### config.mk
export PLATFORM = sky130hd
export DESIGN_NAME = dram_cmd_issuer
export DESIGN_NICKNAME = d
export VERILOG_FILES = /design/src/rtl/dram_cmd_issuer.sv
export SDC_FILE = /design/constraint.sdc
export NUM_CORES = 1
export LEC_CHECK = 0
export ABC_CLOCK_PERIOD_IN_PS = 2730
export BUFFER_PORTS_ARGS = -buffer_cell sky130_fd_sc_hd__buf_2
export CORE_UTILIZATION = 53
export CTS_CLUSTER_DIAMETER = 120
export DETAILED_ROUTE_END_ITERATION = 8
export PLACE_DENSITY = 0.76
export SETUP_SLACK_MARGIN = 0.02
export SYNTH_ARGS = -nofsm -noshare
export SYNTH_HDL_FRONTEND = slang
export SYNTH_SLANG_ARGS = --single-unit
### constraint.sdc
create_clock -name clk -period 2.73 [get_ports clk]
set_input_delay 0.1365 -clock clk [delete_from_list [all_inputs] [get_ports clk]]
set_output_delay 0.1365 -clock clk [all_outputs]
set_load 0.02 [all_outputs]
### src/rtl/dram_cmd_issuer.sv
`default_nettype none
// ==========================================================================
// dram_cmd_issuer : open-page DRAM command issuer with periodic refresh
// Revision 1.0
// ==========================================================================
module dram_cmd_issuer #(
  parameter int ADDRWIDTH     = 17,
  parameter int BANKGROUPS    = 2,
  parameter int BANKSPERGROUP = 2,
  parameter int COLS          = 1024,
  parameter int TRCD          = 4,
  parameter int TRP           = 4,
  parameter int TCCD          = 2,
  parameter int TRFC          = 16,
  parameter int TREFI         = 512,
  localparam int BGWIDTH      = $clog2(BANKGROUPS),
  localparam int BAWIDTH      = $clog2(BANKSPERGROUP),
  localparam int CADDRWIDTH   = $clog2(COLS)
) (
  input  logic                  clk,
  input  logic                  rst,
  input  logic                  halt,
  input  logic                  req_valid,
  output logic                  req_ready,
  input  logic                  req_write,
  input  logic [BGWIDTH:0]      req_bg,
  input  logic [BAWIDTH:0]      req_ba,
  input  logic [ADDRWIDTH-1:0]  req_row,
  input  logic [CADDRWIDTH-1:0] req_col,
  output logic                  ACT,
  output logic                  PR,
  output logic                  PRA,
  output logic                  RD,
  output logic                  WR,
  output logic                  REF,
  output logic [BGWIDTH:0]      bg,
  output logic [BAWIDTH:0]      ba,
  output logic [ADDRWIDTH-1:0]  row,
  output logic [CADDRWIDTH-1:0] column,
  output logic                  ref_busy
);

  localparam int NBANKS = BANKGROUPS * BANKSPERGROUP;
  localparam int BKW    = (NBANKS > 1) ? $clog2(NBANKS) : 1;
  localparam int TMAX1  = (TRCD > TRP) ? TRCD : TRP;
  localparam int TMAX2  = (TCCD > TRFC) ? TCCD : TRFC;
  localparam int TMAX   = (TMAX1 > TMAX2) ? TMAX1 : TMAX2;
  localparam int CNTW   = $clog2(TMAX + 1);
  localparam int RCW    = (TREFI > 1) ? $clog2(TREFI) : 1;
  localparam int AOW    = BGWIDTH + 1 + BAWIDTH + 1 + ADDRWIDTH + CADDRWIDTH;

  typedef enum logic [3:0] {
    IDLE, DECIDE, WAIT_RP, DO_ACT, WAIT_RCD, DO_RW, WAIT_CCD,
    REF_PRA_WAIT, DO_REF, WAIT_RFC
  } state_t;

  state_t                state_q, state_d;
  logic [CNTW-1:0]       cnt_q, cnt_d;
  logic [RCW-1:0]        refcnt_q, refcnt_d;
  logic                  ref_pend_q, ref_pend_d;
  logic [NBANKS-1:0]     open_q, open_d;
  logic [ADDRWIDTH-1:0]  open_row_q [NBANKS];
  logic [ADDRWIDTH-1:0]  open_row_d [NBANKS];
  logic                  wr_q;
  logic [BGWIDTH:0]      bg_q;
  logic [BAWIDTH:0]      ba_q;
  logic [ADDRWIDTH-1:0]  row_q;
  logic [CADDRWIDTH-1:0] col_q;
  logic [AOW-1:0]        addr_q;

  logic                  w_act, w_pr, w_pra, w_rw, w_ref;
  logic                  w_accept;
  logic [BKW-1:0]        w_bank;
  logic                  w_hit;
  logic [AOW-1:0]        w_addr;

  assign w_bank    = BKW'(int'(bg_q) * BANKSPERGROUP + int'(ba_q));
  assign w_hit     = open_q[w_bank] && (open_row_q[w_bank] == row_q);
  assign req_ready = rst & ~halt & (state_q == IDLE) & ~ref_pend_q;
  assign w_accept  = req_valid & req_ready;

  always_comb begin
    state_d    = state_q;
    cnt_d      = cnt_q;
    refcnt_d   = refcnt_q;
    ref_pend_d = ref_pend_q;
    open_d     = open_q;
    open_row_d = open_row_q;
    w_act      = 1'b0;
    w_pr       = 1'b0;
    w_pra      = 1'b0;
    w_rw       = 1'b0;
    w_ref      = 1'b0;
    // Everything, including the refresh timer, freezes while halted.
    if (rst && !halt) begin
      unique case (state_q)
        IDLE: begin
          if (ref_pend_q) begin
            if (|open_q) w_pra = 1'b1;
            else         w_ref = 1'b1;
          end else if (req_valid) begin
            state_d = DECIDE;
          end
        end
        DECIDE: begin
          if (!open_q[w_bank]) w_act = 1'b1;
          else if (w_hit)      w_rw  = 1'b1;
          else                 w_pr  = 1'b1;
        end
        WAIT_RP: begin
          cnt_d = cnt_q - CNTW'(1);
          if (cnt_q == CNTW'(1)) state_d = DO_ACT;
        end
        WAIT_RCD: begin
          cnt_d = cnt_q - CNTW'(1);
          if (cnt_q == CNTW'(1)) state_d = DO_RW;
        end
        WAIT_CCD, WAIT_RFC: begin
          cnt_d = cnt_q - CNTW'(1);
          if (cnt_q == CNTW'(1)) state_d = IDLE;
        end
        REF_PRA_WAIT: begin
          cnt_d = cnt_q - CNTW'(1);
          if (cnt_q == CNTW'(1)) state_d = DO_REF;
        end
        DO_ACT:  w_act = 1'b1;
        DO_RW:   w_rw  = 1'b1;
        DO_REF:  w_ref = 1'b1;
        default: state_d = IDLE;
      endcase

      // Each issued command arms the wait that guards the next one.
      if (w_pr) begin
        open_d[w_bank] = 1'b0;
        state_d        = (TRP == 1) ? DO_ACT : WAIT_RP;
        cnt_d          = CNTW'(TRP - 1);
      end
      if (w_act) begin
        open_d[w_bank]     = 1'b1;
        open_row_d[w_bank] = row_q;
        state_d            = (TRCD == 1) ? DO_RW : WAIT_RCD;
        cnt_d              = CNTW'(TRCD - 1);
      end
      if (w_rw) begin
        state_d = (TCCD == 1) ? IDLE : WAIT_CCD;
        cnt_d   = CNTW'(TCCD - 1);
      end
      if (w_pra) begin
        state_d = (TRP == 1) ? DO_REF : REF_PRA_WAIT;
        cnt_d   = CNTW'(TRP - 1);
      end
      if (w_ref) begin
        open_d     = '0;
        ref_pend_d = 1'b0;
        for (int i = 0; i < NBANKS; i++) open_row_d[i] = '0;
        state_d    = (TRFC == 1) ? IDLE : WAIT_RFC;
        cnt_d      = CNTW'(TRFC - 1);
      end

      // A fresh expiry overrides a same-cycle clear so it is never lost.
      if (refcnt_q == RCW'(TREFI - 1)) begin
        refcnt_d   = '0;
        ref_pend_d = 1'b1;
      end else begin
        refcnt_d = refcnt_q + RCW'(1);
      end
    end
  end

  always_comb begin
    w_addr = addr_q;
    if (w_act || w_pr || w_rw) w_addr = {bg_q, ba_q, row_q, col_q};
    else if (w_pra || w_ref)   w_addr = '0;
    if (!rst)                  w_addr = '0;
  end

  assign {bg, ba, row, column} = w_addr;
  assign ACT      = w_act;
  assign PR       = w_pr;
  assign PRA      = w_pra;
  assign RD       = w_rw & ~wr_q;
  assign WR       = w_rw & wr_q;
  assign REF      = w_ref;
  assign ref_busy = rst & (ref_pend_q | (state_q == REF_PRA_WAIT) |
                           (state_q == DO_REF) | (state_q == WAIT_RFC));

  always_ff @(posedge clk) begin
    if (!rst) begin
      state_q    <= IDLE;
      cnt_q      <= '0;
      refcnt_q   <= '0;
      ref_pend_q <= 1'b0;
      open_q     <= '0;
      for (int i = 0; i < NBANKS; i++) open_row_q[i] <= '0;
      wr_q       <= 1'b0;
      bg_q       <= '0;
      ba_q       <= '0;
      row_q      <= '0;
      col_q      <= '0;
      addr_q     <= '0;
    end else begin
      state_q    <= state_d;
      cnt_q      <= cnt_d;
      refcnt_q   <= refcnt_d;
      ref_pend_q <= ref_pend_d;
      open_q     <= open_d;
      open_row_q <= open_row_d;
      addr_q     <= w_addr;
      if (w_accept) begin
        wr_q  <= req_write;
        bg_q  <= req_bg;
        ba_q  <= req_ba;
        row_q <= req_row;
        col_q <= req_col;
      end
    end
  end

endmodule
`default_nettype wire

==> results of run 1 <==
[final cells by class]
cell class,count,area (µm²),share of cell area
well taps,172,215,0.0245
inverters,10,37.5,0.00427
multi-input cells,576,3680,0.419
clock buffers,18,439,0.0500
clock inverters,14,138,0.0157
flip-flops and latches,154,3090,0.352
repair buffers,153,1190,0.135
[synthesized netlist by cell type (all sizes together), types with 3 or more instances]
library cell / number
nand2: 162
dfxtp: 154
a21oi: 119
nand3: 77
clkbuf: 65
a22o: 62
nor2: 29
xnor2: 19
mux4: 18
buf: 12
nor3: 11
inv: 10
o21ai: 8
nand4: 7
and2: 6
o211ai: 6
xor2: 6
ha: 4
nor2b: 4
and3: 3
mux2i: 3
nand2b: 3
nor4b: 3
[per-stage QoR]
| stage | power [mW] | hold WS (ns) | setup WS (ns) |
|---|---|---|---|
| floorplan | 3.52 | 0.272 | -0.0346 |
| global route | 6.74 | 0.0553 | -0.460 |
| global placement | 3.96 | 0.376 | 0.0546 |
| finish | 6.49 | 0.0437 | -0.393 |
| detailed placement | 4.02 | 0.385 | -0.0303 |
| CTS | 6.34 | 0.0314 | -0.349 |
[power groups by stage]
stage	sequential (mW)	combinational [mW]	clock (mW)
after global placement	2.54	1.42	0
after detailed placement	2.55	1.47	0
final	2.51	1.69	2.28
after global routing	2.52	1.82	2.39
after CTS	2.50	1.54	2.29
after floorplan	2.46	1.06	0
[cells by family (layout without fill, tap and decap cells)]
logic type                 after synthesis  in the layout  synth area share
muxes                                   21             21            0.0633
xor gates and xnor gates                25             25            0.0326
buffers and inverters                   87            195            0.0507
AOI/OAI and AO/OA                      214            214             0.200
adders and majority gates                4              4           0.00721
DFF                                    154            154             0.444
and+or+nand+nor                        312            312             0.202
[flip-flops by register name, summed over array words and instances, names as in the netlist]
| register | count |
|---|---|
| open_row_q | 68 |
| addr_q | 31 |
| row_q | 17 |
| col_q | 10 |
| refcnt_q | 9 |
| cnt_q | 5 |
| open_q | 4 |
| state_q | 4 |
| ba_q | 2 |
| bg_q | 2 |
| ref_pend_q | 1 |
| wr_q | 1 |
[how the worst max path moves through the flow]
stage | to | slack, ns | from | depth (start not counted)
2_1_floorplan | RD | -0.03 | bg_q[0] | 8
3_3_place_gp | WR | 0.05 | bg_q[0] | 10
3_5_place_dp | WR | -0.03 | bg_q[0] | 10
4_1_cts | WR | -0.35 | bg_q[0] | 10
5_1_grt | WR | -0.46 | ba_q[1] | 10
6_report | WR | -0.39 | ba_q[1] | 9
[critical path: cells and delay by family (launching register included)]
| family | cells | cell delay (ns) |
|---|---|---|
| and+or+nand+nor | 3 | 0.78 |
| xor gates and xnor gates | 2 | 0.44 |
| AOI/OAI and AO/OA | 1 | 0.12 |
| buffers and inverters | 2 | 0.35 |
| muxes | 1 | 0.51 |
| DFF | 1 | 0.35 |
[metal layers]
metal	up-vias	wire [µm]	GRT usage
met4	0	594	0.151
met5	-	0	0
li1	3081	-	-
met1	3219	7880	0.353
met2	358	10200	0.505
met3	66	1490	0.0732
[timing repair]
| item | in CTS | in global routing |
|---|---|---|
| endpoints found under the setup margin | 20 | 97 |
| resized for setup | 4 | 24 |
| pin swaps | 2 | 10 |
| hold buffers | 32 | 0 |
| buffers inserted | 6 | 4 |
| gates cloned | 0 | 1 |
| endpoints found under the hold margin | 32 | 0 |
==> load_flow_metrics.sql, run 1 <==
INSERT INTO impl_metrics (metric_group, metric, value, unit) VALUES
('layout', 'post_route_cells_drive_above_1_share', '0.214', ''),
('detailed_routing', 'antenna_violating_nets_left', '0', ''),
('sta', 'timing.final.setup_violations', '5', ''),
('logic_synthesis', 'post_synth_top_area_cell', 'dfxtp_1', ''),
('layout', 'commonest_cells_after_routing_fill_and_taps_aside', '159 x nand2_1, 151 x dfxtp_1, 117 x a21oi_1, 76 x nand3_1, 71 x buf_2', ''),
('place', 'detailedPlacementHpwl', '12.1', 'mm'),
('logic_synthesis', 'synthDominantCellAreaShare', '0.444', ''),
('sta', 'setup_ws', '-0.393', 'ns'),
('logic_synthesis', 'yosysUniqueCellTypes', '54', ''),
('logic_synthesis', 'synth-main-ff-cell', 'dfxtp_1', ''),
('logic_synthesis', 'yosys_register_bits', '154', ''),
('global_route', 'grt_start_max_net_pins', '109', ''),
('setup_path', 'worstSetupPathType', 'flip-flop to output pin', ''),
('clock_tree', 'cts_inserted_buffers', '17', ''),
('place', 'port_buffers', '74', ''),
('clock_tree', 'cts_tree', 'yes', ''),
('floorplanning', 'io-pin-count', '75', ''),
('hold_path', 'worstHoldPathType', 'input port to flip-flop', ''),
('layout', 'fin_util', '0.693', ''),
('sta', 'min_period', '3.12', 'ns'),
('place', 'placed_area', '7630', 'µm²'),
('floorplanning', 'floorplan.core_area', '12700', 'µm²'),
('sta', 'fmax', '320', 'MHz'),
('detailed_routing', 'drt_wl_total', '20.1', 'mm'),
('setup_path', 'cp-start-kind', 'flip-flop', ''),
('power', 'power.share.switching', '0.338', ''),
('logic_synthesis', 'synth.net_count', '857', ''),
('setup_path', 'cpMostUsedCell', 'nor4b_4', ''),
('layout', 'antennaDiodeCount', '0', ''),
('clock_tree', 'cts_sinks', '154', ''),
('place', 'gpl.final_weighted_congestion', '0.875', ''),
('layout', 'design_area', '8780', 'µm²'),
('clock_tree', 'clk_transition_reported_paths', '0.06', 'ns'),
('power', 'p_seq_frac', '0.387', ''),
('logic_synthesis', 'synthesis.instances', '817', ''),
('hold_path', 'hold_path.startpoint', 'rst', ''),
('run_status', 'violations', 'setup timing', ''),
('hold_path', 'hold-path-endpoint', 'cnt_q[1]', ''),
('power', 'p_leak', '3.26', 'nW'),
('logic_synthesis', 'asyncSetResetFlopFracSynth', '0', ''),
('global_route', 'grt_use_total', '0.298', ''),
('clock_tree', 'cts_max_level', '4', ''),
('flow_run', 'max_cap_viol', '0', ''),
('global_route', 'antenna_violations_before_repair', '0', ''),
('detailed_routing', 'remaining_drc_errors', '0', ''),
('setup_path', 'crit_path_end_kind', 'output pin', ''),
('setup_path', 'reg2reg_to', 'cnt_q[1]', ''),
('detailed_routing', 'post_detailed_route_wirelength_per_cell', '18.3', 'µm'),
('hold_path', 'min_path_cells', '2', ''),
('logic_synthesis', 'yosysWarnings', '0', ''),
('detailed_routing', 'drt-vias-per-instance', '6.13', ''),
('floorplanning', 'core.rowCount', '41', ''),
('sta', 'slew_headroom', '0.215', ''),
('global_route', 'grt_pass1_wl', '31.1', 'mm'),
('setup_path', 'regToRegSetupSlack', '-0.10', 'ns'),
('power', 'power.clock.fraction', '0.352', ''),
('clock_tree', 'clk_root_buffer_cell', 'clkbuf_16', ''),
('setup_path', 'reg2reg_depth', '12', ''),
('power', 'combinationalPowerShare', '0.261', ''),
('sta', 'rsz0062_at_grt', 'true', ''),
('clock_tree', 'buffers_from_clock_root_to_sink_at_most', '2', ''),
('layout', 'fin_cells', '1097', ''),
('run_status', 'run_status', 'complete, but fails checks', ''),
('setup_path', 'path_cells', 'xnor2_4 > buf_12 > mux4_2 > xnor2_1 > nand4_1 > nor4b_4 > a21oi_4 > nor4b_4 > buf_4', ''),
('detailed_routing', 'dr_total_vias', '6724', ''),
('detailed_routing', 'drt_first_iter_violations', '769', ''),
('sta', 'worstMarginPinSlew', '1.18', 'ns'),
('global_route', 'grt_overflow', '0', ''),
('logic_synthesis', 'synth_area', '6940', 'µm²'),
('floorplanning', 'design.die.area', '13600', 'µm²'),
('sta', 'finalCritPeriodShare', '1.14', '');
(Power assumes the default switching activity.)
==> run 2, diff against run 1 <==
- ABC_CLOCK_PERIOD_IN_PS: 2730 -> 3900
- CORE_UTILIZATION: 53 -> 63
- PLACE_DENSITY: 0.76 -> 0.85
- clock period: 2.73 -> 3.9 ns (I/O delays scaled with it)
==> load_flow_metrics.sql, run 2 (synthesis gave the netlist of run 1 again) <==
INSERT INTO impl_metrics (metric_group, metric, value, unit) VALUES
('setup_path', 'path_cells', 'xnor2_4 > buf_4 > mux4_2 > xnor2_1 > nand3_1 > nor3_4 > a21oi_1 > nor4b_2 > buf_2', ''),
('setup_path', 'cp.buffers_inverters', '2', ''),
('global_route', 'vias_in_the_first_global_route', '6638', ''),
('setup_path', 'critPathTopFamily', 'simple AND/OR/NAND/NOR gates', ''),
('sta', 'finalHoldWorstSlack', '0.106', 'ns'),
('setup_path', 'reg2reg_depth', '7', ''),
('clock_tree', 'clk_root_buffer_cell', 'clkbuf_8', ''),
('clock_tree', 'clk_transition_reported_paths', '0.06', 'ns'),
('place', 'gpl.final_weighted_congestion', '0.912', ''),
('power', 'power.share.switching', '0.337', ''),
('detailed_routing', 'drt-vias-per-instance', '6.52', ''),
('sta', 'final-max-slew-violation-count', '0', ''),
('flow_run', 'max_cap_viol', '0', ''),
('sta', 'fmax', '271', 'MHz'),
('power', 'combinationalPowerShare', '0.230', ''),
('layout', 'antennaDiodeCount', '0', ''),
('detailed_routing', 'post_detailed_route_wirelength_per_cell', '19.3', 'µm'),
('global_route', 'grt_pass1_wl', '31.6', 'mm'),
('hold_path', 'hold-path-endpoint', 'refcnt_q[1]', ''),
('clock_tree', 'clkLatencyLatePin', '0.54', 'ns'),
('run_status', 'run_status', 'completed', ''),
('setup_path', 'reg2reg_to', 'open_row_q[47]', ''),
('clock_tree', 'cts_sinks', '154', ''),
('sta', 'rsz0062_at_grt', 'false', ''),
('detailed_routing', 'remaining_drc_errors', '0', ''),
('place', 'detailedPlacementHpwl', '11.5', 'mm'),
('place', 'preCtsSetupSlack', '0.516', 'ns'),
('floorplanning', 'floorplan.die.height', '107', 'µm'),
('setup_path', 'slowest_stage', 'dfxtp_1', ''),
('place', 'port_buffers', '74', ''),
('global_route', 'antenna_violations_before_repair', '0', ''),
('sta', 'final_hold_viol_count', '0', ''),
('setup_path', 'worstPathMaxFanout', '8', ''),
('global_route', 'grt_use_total', '0.356', ''),
('power', 'vdd_ir_drop_max', '0.000444', 'V'),
('hold_path', 'hold_path.startpoint', 'halt', ''),
('setup_path', 'worstSetupPathType', 'flip-flop to output pin', ''),
('layout', 'max_flop_register', 'open_row_q', ''),
('clock_tree', 'cts_max_level', '4', ''),
('clock_tree', 'buffers_from_clock_root_to_sink_at_most', '2', ''),
('global_route', 'grt_start_max_net_pins', '109', ''),
('sta', 'slew_headroom', '0.212', ''),
('power', 'power-per-cell-area', '517', 'nW/µm²'),
('floorplanning', 'core.rowCount', '37', ''),
('layout', 'design.final.nets', '918', ''),
('layout', 'final_common_cell', 'nand2_1', ''),
('setup_path', 'cp-start-kind', 'flip-flop', ''),
('setup_path', 'regToRegSetupSlack', '0.39', 'ns'),
('sta', 'clock_skew', '0.0126', 'ns'),
('layout', 'largest_register_ff_count', '68', ''),
('sta', 'setup_ws', '0.213', 'ns'),
('clock_tree', 'cts_tree', 'yes', ''),
('sta', 'min_period', '3.69', 'ns'),
('floorplanning', 'design.die.area', '11400', 'µm²'),
('power', 'p_sw', '1.42', 'mW'),
('power', 'cell_internal_pwr', '2.79', 'mW'),
('hold_path', 'min_path_cells', '3', ''),
('clock_tree', 'cts_inserted_buffers', '17', ''),
('floorplanning', 'die_w', '107', 'µm'),
('detailed_routing', 'antenna_violating_nets_left', '0', ''),
('setup_path', 'crit_path_end_kind', 'output pin', ''),
('layout', 'post_route_cells_drive_above_1_share', '0.160', ''),
('power', 'p_seq_frac', '0.424', ''),
('sta', 'worstMarginPinSlew', '1.18', 'ns'),
('sta', 'timing.final.setup_violations', '0', ''),
('setup_path', 'crit_required', '3.70', 'ns'),
('detailed_routing', 'dr_total_vias', '6697', ''),
('power', 'power.clock.fraction', '0.347', ''),
('sta', 'setup-tns-final', '0', 'ns'),
('hold_path', 'worstHoldPathType', 'input port to flip-flop', ''),
('layout', 'layout_top_registers', 'open_row_q x68, addr_q x31, row_q x17', ''),
('floorplanning', 'io-pin-count', '75', ''),
('global_route', 'grt_overflow', '0', ''),
('layout', 'commonest_cells_after_routing_fill_and_taps_aside', '162 x nand2_1, 153 x dfxtp_1, 116 x a21oi_1, 77 x nand3_1, 74 x buf_2', ''),
('setup_path', 'worst_ep_arrival_time', '3.49', 'ns'),
('floorplanning', 'floorplan.core_area', '10500', 'µm²'),
('setup_path', 'timing.critical_path.slowest_cell_delay', '0.59', 'ns'),
('floorplanning', 'floorplan.initialDensity', '0.660', ''),
('sta', 'finalCritPeriodShare', '0.945', ''),
('detailed_routing', 'detailedRoute.firstPassIterationCount', '6', ''),
('power', 'p_leak', '3.02', 'nW'),
('setup_path', 'timing.rr.start', 'bg_q[0]', ''),
('detailed_routing', 'drt_first_iter_violations', '919', ''),
('detailed_routing', 'drt_wl_total', '19.9', 'mm'),
('layout', 'area_growth_syn_to_layout', '17.4', '%'),
('layout', 'fillCellCount', '660', '');
## run 2: cell count changes in the layout (fill, tap and decap cells not counted), moves of 3 or more
cell,before,now
xnor2_1,11,18
buf_6,3,0
nand2_1,159,162
nand2_2,3,0
clkinvlp_4,6,2
clkbuf_1,0,6
buf_12,8,0
xnor2_2,7,0
buf_4,37,12
buf_2,71,74
## run 2: power by group through the flow
| stage | Combinational, mW | Clock [mW] | Sequential (mW) |
|---|---|---|---|
| after floorplan | 0.731 | 0 | 1.72 |
| after global placement | 0.856 | 0 | 1.80 |
| after detailed placement | 0.887 | 0 | 1.81 |
| after CTS | 0.921 | 1.46 | 1.77 |
| after global routing | 1.03 | 1.53 | 1.79 |
| final | 0.966 | 1.46 | 1.78 |
## run 2: worst max path at each step
| stage | startpoint | endpoint | slack [ns] | cells past startpoint |
|---|---|---|---|---|
| after floorplan | bg_q[0] | PR | 0.71 | 6 |
| after global placement | bg_q[0] | WR | 0.65 | 9 |
| after detailed placement | bg_q[0] | WR | 0.52 | 9 |
| after CTS | bg_q[0] | WR | 0.12 | 9 |
| after global routing | bg_q[0] | WR | 0.04 | 9 |
| final | bg_q[0] | WR | 0.21 | 9 |
## run 2: final cells by class
class,count,area [µm²],area share
Multi-Input combinational cell,576,3550,0.436
Sequential cell,154,3080,0.379
Timing Repair Buffer,119,791,0.0971
Clock buffer,26,478,0.0587
Tap cell,136,170,0.0209
Clock inverter,6,38.8,0.00476
Inverter,10,37.5,0.00461
## run 2: worst reg2reg max path, cell delays in order (launching register included)
cell	delay [ns]
dfxtp_1	0.59
xor2_2	0.41
mux4_2	0.62
a211oi_2	0.53
nand3_1	0.21
nand2_1	0.65
nand3_1	0.21
a21oi_1	0.21
## run 2: repair_timing
action	in CTS	in global routing
pin swaps	0	1
endpoints found under the hold margin	33	0
resized for setup	1	1
setup endpoints to repair	2	2
hold buffers	33	0
buffers inserted	0	1
## run 2: layer usage
layer  routed length, µm  vias up  GRT usage  part of all wire
met5                   0        -          0                 0
met2                9970      437      0.606              0.50
met4                 736        0      0.202             0.037
li1                    -     3009          -                 -
met1                7380     3172      0.406              0.37
met3                1770       79     0.0906             0.089
## run 2: through the flow
stage / power, mW / cell area, µm² / utilization / std cells
finish: 4.21 / 8150 / 0.775 / 1027
global route: 4.35 / 8150 / 0.775 / 1027
global placement: 2.65 / 7280 / 0.693 / 961
CTS: 4.16 / 8140 / 0.774 / 1026
detailed placement: 2.69 / 7280 / 0.693 / 961
floorplan: 2.45 / 6940 / - / 817
